[config.mk]
export PLATFORM = sky130hd
export DESIGN_NAME = traffic_phase_ctrl
export DESIGN_NICKNAME = d
export VERILOG_FILES = /design/src/rtl/traffic_pkg.sv /design/src/rtl/traffic_tick_gen.sv /design/src/rtl/traffic_phase_ctrl.sv
export SDC_FILE = /design/constraint.sdc
export NUM_CORES = 1
export LEC_CHECK = 0
export CORE_ASPECT_RATIO = 1.1
export CORE_MARGIN = 3
export CORE_UTILIZATION = 30
export DETAILED_ROUTE_END_ITERATION = 7
export HOLD_SLACK_MARGIN = 0.02
export PLACE_DENSITY_LB_ADDON = 0.12
export SKIP_LAST_GASP = 1
export SLEW_MARGIN = 40
export SYNTH_ARGS = -nofsm -noshare
export SYNTH_HDL_FRONTEND = slang
export SYNTH_HIERARCHICAL = 1
export SYNTH_SLANG_ARGS = --single-unit
[constraint.sdc]
create_clock -name clk -period 4.5 [get_ports clk]
set_input_delay 1.125 -clock clk [delete_from_list [all_inputs] [get_ports clk]]
set_output_delay 1.125 -clock clk [all_outputs]
set_load 0.005 [all_outputs]
[src/rtl/traffic_pkg.sv]
// Shared colour codes and the phase state encoding for the intersection controller.
package traffic_pkg;

  // Car lamp codes, one-hot {RED,YELLOW,LEFT,GREEN}
  localparam logic [3:0] C_RED    = 4'b1000;
  localparam logic [3:0] C_YELLOW = 4'b0100;
  localparam logic [3:0] C_LEFT   = 4'b0010;
  localparam logic [3:0] C_GREEN  = 4'b0001;
  localparam logic [3:0] C_NONE   = 4'b0000;

  // Walker lamp codes {RED,GREEN}
  localparam logic [1:0] W_RED    = 2'b10;
  localparam logic [1:0] W_GREEN  = 2'b01;
  localparam logic [1:0] W_NONE   = 2'b00;

  typedef enum logic [2:0] {
    S_IDLE   = 3'd0,
    S_GREEN  = 3'd1,
    S_YEL1   = 3'd2,
    S_LEFT   = 3'd3,
    S_YEL2   = 3'd4,
    S_ALLRED = 3'd5,
    S_NIGHT  = 3'd6
  } state_t;

endpackage

[src/rtl/traffic_tick_gen.sv]
// Prescaler: divides clk by TICK_DIV and strobes tick for one cycle per period.
// Counting only advances while en is high, so a pause freezes the time base.
module traffic_tick_gen #(
  parameter int TICK_DIV = 100
) (
  input  logic clk,
  input  logic reset_n,
  input  logic en,
  input  logic clr,
  output logic tick
);

  localparam int PW = (TICK_DIV > 1) ? $clog2(TICK_DIV) : 1;
  localparam logic [PW-1:0] LAST = PW'(TICK_DIV - 1);

  logic [PW-1:0] cnt;

  // Free-running divider that clears on request and holds while disabled
  always_ff @(posedge clk or negedge reset_n) begin
    if (!reset_n) begin
      cnt <= '0;
    end else if (clr) begin
      cnt <= '0;
    end else if (en) begin
      if (cnt == LAST) cnt <= '0;
      else             cnt <= cnt + 1'b1;
    end
  end

  // Strobe on the last count of each period, only while enabled
  always_comb begin
    tick = en && (cnt == LAST);
  end

endmodule

[src/rtl/traffic_phase_ctrl.sv]
// Intersection phase controller: round-robins NUM_DIR approach groups through
// GREEN, YELLOW, LEFT, YELLOW, ALL-RED, serves latched pedestrian requests,
// and supports a flashing-yellow night mode and pause on i_start low.
// All lamp outputs are decoded from registered state; the only combinational
// input path to the outputs is the i_start pause gate.
module traffic_phase_ctrl
  import traffic_pkg::*;
#(
  parameter int NUM_DIR  = 2,
  parameter int TICK_DIV = 100,
  parameter int T_GREEN  = 20,
  parameter int T_YELLOW = 2,
  parameter int T_LEFT   = 10,
  parameter int T_ALLRED = 1,
  parameter int T_WALK   = 14,
  parameter int T_BLINK  = 6,
  parameter int CNT_W    = 8
) (
  input  logic                       clk,
  input  logic                       reset_n,
  input  logic                       i_start,
  input  logic                       i_night,
  input  logic [NUM_DIR-1:0]         i_ped_req,
  output logic [4*NUM_DIR-1:0]       o_car_traffic,
  output logic [2*NUM_DIR-1:0]       o_walker_traffic,
  output logic [$clog2(NUM_DIR)-1:0] o_active_dir,
  output logic                       o_tick
);

  localparam int DW = $clog2(NUM_DIR);
  localparam logic [CNT_W-1:0] WALK_END  = CNT_W'(T_WALK);
  localparam logic [CNT_W-1:0] BLINK_END = CNT_W'(T_WALK + T_BLINK);

  state_t             state;
  logic [DW-1:0]      dir;
  logic [CNT_W-1:0]   cnt;
  logic               blink;
  logic [NUM_DIR-1:0] ped_pend;
  logic [NUM_DIR-1:0] walk_grant;

  logic               tick;
  logic               tick_en;
  logic               tick_clr;
  logic [CNT_W-1:0]   ph_len;
  logic               ph_last;
  logic [DW-1:0]      dir_next;
  logic               enter_green;
  logic [DW-1:0]      green_dir;
  logic [NUM_DIR-1:0] grant_mask;

  // Time base runs only while started and out of IDLE; IDLE holds it at zero
  always_comb begin
    tick_en  = i_start && (state != S_IDLE);
    tick_clr = (state == S_IDLE);
  end

  traffic_tick_gen #(
    .TICK_DIV (TICK_DIV)
  ) u_tick_gen (
    .clk     (clk),
    .reset_n (reset_n),
    .en      (tick_en),
    .clr     (tick_clr),
    .tick    (tick)
  );

  // Length of the current phase in ticks and whether this tick ends it
  always_comb begin
    ph_len = CNT_W'(1);
    case (state)
      S_GREEN:        ph_len = CNT_W'(T_GREEN);
      S_YEL1, S_YEL2: ph_len = CNT_W'(T_YELLOW);
      S_LEFT:         ph_len = CNT_W'(T_LEFT);
      S_ALLRED:       ph_len = CNT_W'(T_ALLRED);
      default:        ph_len = CNT_W'(1);
    endcase
    ph_last  = (cnt == ph_len - CNT_W'(1));
    dir_next = (dir == DW'(NUM_DIR - 1)) ? '0 : dir + 1'b1;
  end

  // Detect GREEN entry and which pending crossings it grants (never the active road)
  always_comb begin
    enter_green = 1'b0;
    green_dir   = '0;
    if (state == S_IDLE && i_start) begin
      enter_green = 1'b1;
    end else if (state == S_ALLRED && tick && ph_last && !i_night) begin
      enter_green = 1'b1;
      green_dir   = dir_next;
    end
    grant_mask = '0;
    if (enter_green) grant_mask = ped_pend & ~(NUM_DIR'(1) << green_dir);
  end

  // Phase sequencer: advances on the tick that completes each phase.
  // Leaving NIGHT parks dir on the last road so the ALL-RED wrap lands on dir 0.
  always_ff @(posedge clk or negedge reset_n) begin
    if (!reset_n) begin
      state <= S_IDLE;
      dir   <= '0;
      cnt   <= '0;
      blink <= 1'b0;
    end else begin
      case (state)
        S_IDLE: begin
          if (i_start) begin
            state <= S_GREEN;
            dir   <= '0;
            cnt   <= '0;
          end
        end
        S_NIGHT: begin
          if (tick) begin
            if (!i_night) begin
              state <= S_ALLRED;
              cnt   <= '0;
              blink <= 1'b0;
              dir   <= DW'(NUM_DIR - 1);
            end else begin
              blink <= ~blink;
            end
          end
        end
        default: begin
          if (tick) begin
            if (ph_last) begin
              cnt <= '0;
              case (state)
                S_GREEN: state <= S_YEL1;
                S_YEL1:  state <= (T_LEFT == 0) ? S_ALLRED : S_LEFT;
                S_LEFT:  state <= S_YEL2;
                S_YEL2:  state <= S_ALLRED;
                default: begin
                  if (i_night) begin
                    state <= S_NIGHT;
                    blink <= 1'b1;
                  end else begin
                    state <= S_GREEN;
                    dir   <= dir_next;
                  end
                end
              endcase
            end else begin
              cnt <= cnt + 1'b1;
            end
          end
        end
      endcase
    end
  end

  // Pedestrian latch: a new press wins over the clear made by a grant on the same edge
  always_ff @(posedge clk or negedge reset_n) begin
    if (!reset_n) begin
      ped_pend   <= '0;
      walk_grant <= '0;
    end else begin
      ped_pend <= (ped_pend & ~grant_mask) | i_ped_req;
      if (enter_green) begin
        walk_grant <= grant_mask;
      end else if (state == S_GREEN && tick && ph_last) begin
        walk_grant <= '0;
      end
    end
  end

  function automatic logic [3:0] car_colour(state_t s, logic active, logic blk);
    case (s)
      S_GREEN:        return active ? C_GREEN  : C_RED;
      S_YEL1, S_YEL2: return active ? C_YELLOW : C_RED;
      S_LEFT:         return active ? C_LEFT   : C_RED;
      S_ALLRED:       return C_RED;
      S_NIGHT:        return blk ? C_YELLOW : C_NONE;
      default:        return C_NONE;
    endcase
  endfunction

  // Walk window, then blink window (lit on even ticks counted from blink start), then red
  function automatic logic [1:0] walk_colour(state_t s, logic granted, logic [CNT_W-1:0] c);
    case (s)
      S_IDLE, S_NIGHT: return W_NONE;
      S_GREEN: begin
        if (!granted)           return W_RED;
        else if (c < WALK_END)  return W_GREEN;
        else if (c < BLINK_END) return (c[0] ^ WALK_END[0]) ? W_NONE : W_GREEN;
        else                    return W_RED;
      end
      default:         return W_RED;
    endcase
  endfunction

  // Lamp decode from registered state, blanked while paused
  always_comb begin
    o_car_traffic    = '0;
    o_walker_traffic = '0;
    o_active_dir     = '0;
    o_tick           = tick;
    if (i_start) begin
      o_active_dir = dir;
      for (int d = 0; d < NUM_DIR; d++) begin
        o_car_traffic[4*d +: 4]    = car_colour(state, dir == DW'(d), blink);
        o_walker_traffic[2*d +: 2] = walk_colour(state, walk_grant[d], cnt);
      end
    end
  end

endmodule

# --- Yosys cells after proc, flatten, opt, wreduce, memory -nomap -nowiden ---
# Index checks and enable logic that the tools add are counted.
word_totals:
  register_bits: 24
  in_bits: 6
  out_inout_bits: 14
  wordCells: 119
op_classes:
  addsub: 4
  magnitude_cmp: 2
  n_eq_ne: 14
  n_shift: 1
  n_mux: 60
  bitwise: 7
  n_reduce_logical: 24
op_table:
  columns: ["cell", "count"]
  rows:
  - ["8-bit 2-to-1 mux", 6]
  - ["4-bit case mux with 5 select lines", 2]
  - ["4-bit 2-to-1 mux", 7]
  - ["3-bit 2-to-1 mux", 7]
  - ["7-bit 2-to-1 mux", 3]
  - ["1-bit 2-to-1 mux", 20]
  - ["8-bit case mux with 2 select lines", 1]
  - ["5-bit case mux with 3 select lines", 1]
  - ["2-bit 2-to-1 mux", 7]
  - ["3-bit case mux with 4 select lines", 1]
  - ["5-bit AND reduction", 2]
  - ["2-bit nonzero test", 5]
  - ["3-bit equality test (second input constant)", 3]
  - ["8-bit by 1-bit adder with 8-bit output (second input constant)", 1]
  - ["8-bit equality test", 1]
  - ["1-bit logical AND", 8]
  - ["8-bit by 4-bit less-than comparator with 1-bit output (second input constant)", 1]
  - ["8-bit by 5-bit less-than comparator with 1-bit output (second input constant)", 1]
  - ["2-bit case mux with 2 select lines", 2]
  - ["8-bit by 1-bit subtractor with 8-bit output (second input constant)", 1]
  - ["7-bit by 1-bit adder with 7-bit output (second input constant)", 1]
  - ["7-bit equality test (second input constant)", 1]
  - ["7-bit AND reduction", 1]
  - ["3-bit by 2-bit equality test with 1-bit output (second input constant)", 2]
  - ["other kinds (19)", 27]

# --- Longest topological paths before layout ---
# Gate-level depths: netlist (run 1).
depth:
  ltp_word: 16
  mapped_depth: 11
  ltp_nobuf: 8

# --- Modules after synthesis ---
# The synthesis (run 1) kept the hierarchy.
by_module_without_submodules:
  columns: ["module", "instances", "cells_each", "area_per_inst_um2", "seq_area_each_um2"]
  rows:
  - ["traffic_phase_ctrl", 1, 151, 1212.4, 425.4]
  - ["traffic_tick_gen", 1, 44, 412.9, 175.2]

# --- Worst setup path before layout (run 1) ---
# Ideal clock, no wire load.
synth_timing:
  kind: "input port to flip-flop"
  from: "input i_start"
  to: "register state[0]"
  setup_ps: 79
  arrival_ps: 3021
  t_required_ps: 4421
  setup_slack_ps: 1400
  path_stages: 10
  n_path_buf: 2
  path_cell_list: "inv_1 nor2_1 buf_2 inv_2 nor3_1 clkbuf_1 a21oi_1 nor2_1 a21boi_2 mux2i_1"
synth_via:
  elab_chain_cells: 4
  word_cells_on_any_way: 6
  cone_classes: "eq/ne (2); reduce/logical (4)"
synth_lines:
  columns: ["element", "line_no", "rtl"]
  rows:
  - ["from (decl)", "traffic_phase_ctrl.sv:21", "input logic i_start,"]
  - ["1-bit logical AND *", "traffic_phase_ctrl.sv:53", "tick_en = i_start && (state != S_IDLE);"]
  - ["via tick_en", "traffic_phase_ctrl.sv:42", "logic tick_en;"]
  - ["1-bit logical AND *", "traffic_tick_gen.sv:32", "tick = en && (cnt == LAST);"]
  - ["via o_tick", "traffic_phase_ctrl.sv:27", "output logic o_tick"]
  - ["2-bit != test (no line) / 2-bit nonzero test (equally long branches)", null, null]
  - ["5-bit AND reduction (no line) *", null, null]
  - ["to (signal assigned)", "traffic_phase_ctrl.sv:130", "S_YEL1: state <= (T_LEFT == 0) ? S_ALLRED : S_LEFT;"]
  - ["to (decl)", "traffic_phase_ctrl.sv:34", "state_t state;"]
# The timed path passes the listed nets; every way through them passes the cells marked *.
# A chain may end at the register's enable or synchronous reset.

# --- Worst setup path after layout (run 1) ---
layout_timing:
  from: "input i_start"
  to: "output o_tick"
layout_via:
  elab_chain_cells: 2
layout_lines:
  columns: ["element", "line_no"]
  rows:
  - ["1-bit logical AND", "traffic_phase_ctrl.sv:53"]
  - ["via tick_en", "traffic_phase_ctrl.sv:42"]
  - ["1-bit logical AND", "traffic_tick_gen.sv:32"]
  - ["to (decl)", "traffic_phase_ctrl.sv:27"]
# The timed path passes the listed nets, and every way through them passes these cells.

==> results of run 1 <==
## sequential cells by signal, indices dropped and copies added (netlist names)
signal	count
u_tick_gen/cnt	7
state	3
cnt	8
blink	1
dir	1
ped_pend	2
walk_grant	2
## path summary, 6_finish.rpt
| check | cells past startpoint | slack, ns | to | start |
|---|---|---|---|---|
| max in group asynchronous | 2 | 3.03 | cnt[4] | reset_n |
| setup / recovery | 6 | 0.43 | o_tick | i_start |
| hold reg to reg | 1 | 0.51 | walk_grant[0] | ped_pend[0] |
| hold / removal | 1 | 0.51 | walk_grant[0] | ped_pend[0] |
| setup reg to reg | 9 | 1.65 | state[0] | state[2] |
| min in group asynchronous | 2 | 1.22 | blink | reset_n |
## kinds of logic (layout without fill, tap and decap cells)
family	count (synthesis)	in the layout	share of synthesized area, %
XOR/XNOR	10	10	5.39
adder cells (fa/ha/maj)	2	2	1.54
buffers and inverters	22	37	5.85
AO/OA/AOI/OAI	47	47	20.3
AND/OR/NAND/NOR	87	87	28.1
flip-flops	24	24	37.0
multiplexers	3	3	1.85
## routing by layer
metal / global-route usage, % / vias to the layer above
met4: 4.94 / 0
met1: 19.6 / 734
met3: 2.28 / 4
li1: - / 735
met5: 0 / -
met2: 21.9 / 34
## cells in the final DEF, fill, tap and decap left out, drive strengths merged, types with 4 or more instances in the layout
cell type	n
nor2	25
dfrtp	24
nand2	21
clkdlybuf4s50	19
a21oi	16
inv	11
nor3	8
xnor2	7
o21ai	7
nor4	6
nand4	4
buf	4
nor2b	4
## cell type report
class | count | area, um^2 | share of cell area (%)
flip-flops and latches | 24 | 601 | 31.2
multi-input cells | 149 | 930 | 48.3
repair buffers | 23 | 220 | 11.5
well taps | 72 | 90.1 | 4.68
inverters | 11 | 41.3 | 2.15
clock buffers | 3 | 41.3 | 2.15
## critical path: stages
cell and delay [ns]:
clkdlybuf4s50_1 0.55, inv_1 0.18, nor2_1 0.22, inv_2 0.08
nor3_1 0.25, clkdlybuf4s50_1 0.55
## per-stage QoR
step                      util, %  setup WS [ns]  instance area [um^2]  power [W]  instances
after global routing         37.5          0.310                  1920   0.000676        282
after global placement       36.6          0.461                  1880   0.000498        279
after floorplan                 -           1.40                  1630   0.000444        195
after detailed placement     36.6          0.439                  1880   0.000502        279
after CTS                    37.5          0.437                  1920   0.000633        282
final                        37.5          0.427                  1920   0.000626        282
## power groups by stage
stage | clock network (W) | registers, W | logic [W]
finish | 0.000128 | 0.000316 | 0.000182
global route | 0.000147 | 0.000323 | 0.000207
CTS | 0.000135 | 0.000315 | 0.000184
detailed placement | 0 | 0.000319 | 0.000182
global placement | 0 | 0.000319 | 0.000180
floorplan | 0 | 0.000295 | 0.000149
==> results_dict.tcl, run 1 <==
set metrics [dict create \
    cts_setup_buffers 0 \
    synthCells 195 \
    synth_nets 203 \
    cts.path.max_buffers 2 \
    core_um2 5130 \
    final.setup.tns_ns 0 \
    dr_wl_met3_um 138 \
    vias 1507 \
    routed.top_layer "met4" \
    crit_arrival_ns 2.95 \
    place.gp.congestion 0.868 \
    row_count 27 \
    cts.sinks 24 \
    seq_power_share_pct 50.5 \
    grt_pass1_wl_um 7330 \
    dieArea_um2 6340 \
    hold_class "reg2reg" \
    netlist_top_cells_count "25 x nor2_1, 24 x dfrtp_1, 21 x nand2_1, 16 x a21oi_1, 10 x inv_1" \
    holdWs_ns 0.515 \
    syn_area_per_cell_um2 8.33 \
    postCtsHoldBufs 0 \
    grt_setup_unrepaired "no" \
    n_antenna_cell 0 \
    synth_area_um2 1630 \
    die_w_um 76.2 \
    ys_ff_latch 24 \
    cts_buffers 3 \
    max_cap_violations 0 \
    criticalPathCategory "in2out" \
    path_max_fanout 8 \
    routed_wl_um 4190 \
    root_buffer "clkbuf_8" \
    grt_max_degree 25 \
    vdd_drop_max_v 0.000106 \
    port_buffers 19 \
    synth_top_area_share_pct 37.0 \
    area_growth_pct 18.3 \
    worst_setup_path_end_kind "primary output" \
    grt_overflow 0 \
    drtIter0Drc 90 \
    grt_util_all_layers_pct 14.0 \
    synthFlopType "dfrtp_1" \
    max_slew_margin_pct 47.4 \
    setup_violations 0 \
    power_frac_clock_pct 20.4 \
    ant_nets 0 \
    p_int_w 0.000400 \
    ios 20 \
    synthTopCellsByArea "dfrtp_1 37%, nor2_1 5.8%, a21oi_1 4.9%" \
    max_freq_mhz 246 \
    start_util_pct 31.7 \
    grt_pass1_vias 1495 \
    post-route-min-period_ns 4.07 \
    cp-start-kind "input port" \
    path_clk_slew_ns 0.09 \
    h-tree-depth 1 \
    insertion_delay_ns 0.27 \
    via_per_inst 5.34 \
    synth_area_leader_cell "dfrtp_1" \
    slew_viol_final 0 \
    dr_wl_met2_um 1960 \
    yosysSeqAreaShare_pct 37.0 \
    fin_skew_ns 0.00511 \
    dp_hpwl_um 3080 \
    hold_viol_final 0 \
    powerDensity_nw_per_um2 325 \
    tightest_slew_ns 0.788 \
    p_sw_w 0.000225 \
    ys_async_sr_fraction_pct 100 \
    wl_met1_um 2050 \
    cts_tree "done" \
    ys_warn_count 6 \
    synth.distinct_cells 53 \
    p_leak_nw 0.750 \
    fill_cells 555 \
    wl_per_cell_um 14.8 \
    antenna_found_initial 0 \
    layout-drive-gt1-share_pct 7.62 \
    yosysMostFrequentCell "nor2_1" \
    status "finished clean" \
    p_sw_share_pct 36.0 \
    cp.required_ns 3.38 \
    cts.repair.resized 0 \
    fp.dieH_um 83.2 \
    synth_edf_count 0 \
    fin_crit_sh_pct 90.5 \
    combPwrFrac_pct 29.1 \
    dr.pass1.iters 4 \
    drc 0 \
    nets 220 \
]
Note: power is estimated with default switching activity, not from simulation.
==> run 2, diff against run 1 <==
--- a/config.mk
+++ b/config.mk
@@ -8,6 +8,7 @@
 export CORE_ASPECT_RATIO = 1.1
 export CORE_MARGIN = 3
 export CORE_UTILIZATION = 30
+export CTS_BUF_LIST = sky130_fd_sc_hd__clkbuf_2
 export DETAILED_ROUTE_END_ITERATION = 7
 export HOLD_SLACK_MARGIN = 0.02
 export PLACE_DENSITY_LB_ADDON = 0.12
==> run 2 against run 1 <==
Fmax grew 0.54%. Wire length grew 0.19%. Register-to-register slack lost 0.03 ns. Hold slack gained 0.031 ns. Sequential power is essentially flat. Utilization shrank 0.51 points. Flip-flop and latch count is the same. Global-route usage shrank 0.092 points. Worst setup slack gained 0.022 ns. Die area is the same. Critical path type unchanged. Largest cell class unchanged. Highest routed layer unchanged.
==> results_dict.tcl, run 2 (synthesis results as in run 1) <==
set metrics [dict create \
    status "finished clean" \
    cts.path.max_buffers 2 \
    crit_arrival_ns 2.93 \
    final_cell_mix "25 x nor2_1, 24 x dfrtp_1, 21 x nand2_1" \
    cts_tree "done" \
    drtIter0Drc 59 \
    largest_register_ffs 8 \
    final.setup.tns_ns 0 \
    p_leak_nw 0.741 \
    max_cap_violations 0 \
    drc 0 \
    vias 1490 \
    fin_cells 282 \
    layout-drive-gt1-share_pct 7.62 \
    max_freq_mhz 247 \
    cts.repair.resized 0 \
    grt_pass1_vias 1492 \
    cp-start-kind "input port" \
    place.gp.congestion 0.868 \
    post-route-util_pct 36.9 \
    place_inst 279 \
    grt_setup_unrepaired "no" \
    antenna_found_initial 0 \
    rr_worst_depth 9 \
    n_antenna_cell 0 \
    postCtsHoldBufs 0 \
    setup_violations 0 \
    root_buffer "clkbuf_2" \
    path_max_fanout 8 \
    grt_util_all_layers_pct 13.9 \
    timing.final.ws_setup_ns 0.449 \
    hold_viol_final 0 \
    hp-start "ped_pend[1]" \
    area_growth_pct 16.7 \
    via_per_inst 5.28 \
    reg2reg_to "state[0]" \
    ant_nets 0 \
    rrSetupSlack_ns 1.62 \
    cp.required_ns 3.38 \
    wl_per_cell_um 14.9 \
    tightest_slew_ns 0.774 \
    path_clk_slew_ns 0.22 \
    worst_setup_path_end_kind "primary output" \
    core_um2 5130 \
    place_ws_ns 0.439 \
    whs_endpoint "ped_pend[1]" \
    fin_crit_sh_pct 90.0 \
    port_buffers 19 \
    fp.dieH_um 83.2 \
    place_area_um2 1880 \
    hold_class "reg2reg" \
    ios 20 \
    largest_register "cnt" \
    fin_skew_ns 0.00408 \
    grt_overflow 0 \
    start_util_pct 31.7 \
    dp_hpwl_um 3080 \
    dieArea_um2 6340 \
    cts_setup_buffers 0 \
    slew_viol_final 0 \
    grt_max_degree 25 \
    design_area_um2 1900 \
    grt_pass1_wl_um 7300 \
    fill_cells 561 \
    dr.pass1.iters 4 \
    max_slew_margin_pct 48.3 \
    die_w_um 76.2 \
    top_regs "cnt x8, u_tick_gen/cnt x7, state x3" \
    row_count 27 \
    cts_buffers 3 \
    h-tree-depth 1 \
    layout_commonest_cell "nor2_1" \
    insertion_delay_ns 0.34 \
    nets 220 \
    cts.sinks 24 \
    vdd_drop_max_v 0.000105 \
    r2r_start "state[2]" \
    post-route-min-period_ns 4.05 \
    powerDensity_nw_per_um2 307 \
    routed_wl_um 4200 \
    hold_depth 2 \
    criticalPathCategory "in2out" \
]
## run 2: cell counts in the layout (fill, tap and decap cells not counted)
No cell type changed its count.
## run 2: how the worst max path moves through the flow
stage	from	depth (start not counted)	to	slack, ns
after floorplan	i_start	10	state[0]	1.40
final	i_start	6	o_tick	0.45
after CTS	i_start	6	o_tick	0.44
after global placement	i_start	6	o_tick	0.46
after global routing	i_start	6	o_tick	0.31
after detailed placement	i_start	6	o_tick	0.44
## run 2: metrics by stage
| stage | hold WS [ns] | total power, W |
|---|---|---|
| after CTS | 0.549 | 0.000586 |
| after floorplan | 0.466 | 0.000444 |
| after detailed placement | 0.500 | 0.000502 |
| after global placement | 0.488 | 0.000498 |
| after global routing | 0.564 | 0.000629 |
| final | 0.546 | 0.000581 |
## run 2: power breakdown
part / total, W / leakage (nW) / internal [W] / switching, W
clock network: 0.0000832 / 0.0125 / 0.0000181 / 0.0000651
registers: 0.000316 / 0.288 / 0.000257 / 0.0000588
logic: 0.000183 / 0.440 / 0.0000836 / 0.0000990
total: 0.000581 / 0.741 / 0.000358 / 0.000223
## run 2: cell type report
cell class	instances	area, um^2	share of cell area [%]
sequential	24	601	31.7
tap	72	90.1	4.75
multi-input combinational	149	930	49.0
inverter	11	41.3	2.18
clock buffer	3	15.0	0.792
timing repair buffer	23	220	11.6
## run 2: metal layers
metal / track usage (%) / wire length, um / share of wire [%]
met1: 19.4 / 2040 / 49
met2: 22.1 / 2000 / 48
met3: 2.28 / 121 / 2.9
met4: 4.45 / 34 / 0.81
met5: 0 / 0 / 0
## run 2: worst max-delay path: stages
cell             delay [ns]
clkdlybuf4s50_1        0.55
inv_1                  0.17
nor2_1                 0.20
inv_2                  0.08
nor3_1                 0.25
clkdlybuf4s50_1        0.55
==> run 3, diff against run 2 <==
--- a/config.mk
+++ b/config.mk
@@ -9,10 +9,11 @@
 export CORE_MARGIN = 3
 export CORE_UTILIZATION = 30
 export CTS_BUF_LIST = sky130_fd_sc_hd__clkbuf_2
+export CTS_CLUSTER_SIZE = 20
 export DETAILED_ROUTE_END_ITERATION = 7
 export HOLD_SLACK_MARGIN = 0.02
 export PLACE_DENSITY_LB_ADDON = 0.12
-export SKIP_LAST_GASP = 1
+export SKIP_CTS_REPAIR_TIMING = 1
 export SLEW_MARGIN = 40
 export SYNTH_ARGS = -nofsm -noshare
 export SYNTH_HDL_FRONTEND = slang
==> results of run 3 <==
The final DEF is identical to that of run 2; final timing and power are the same.
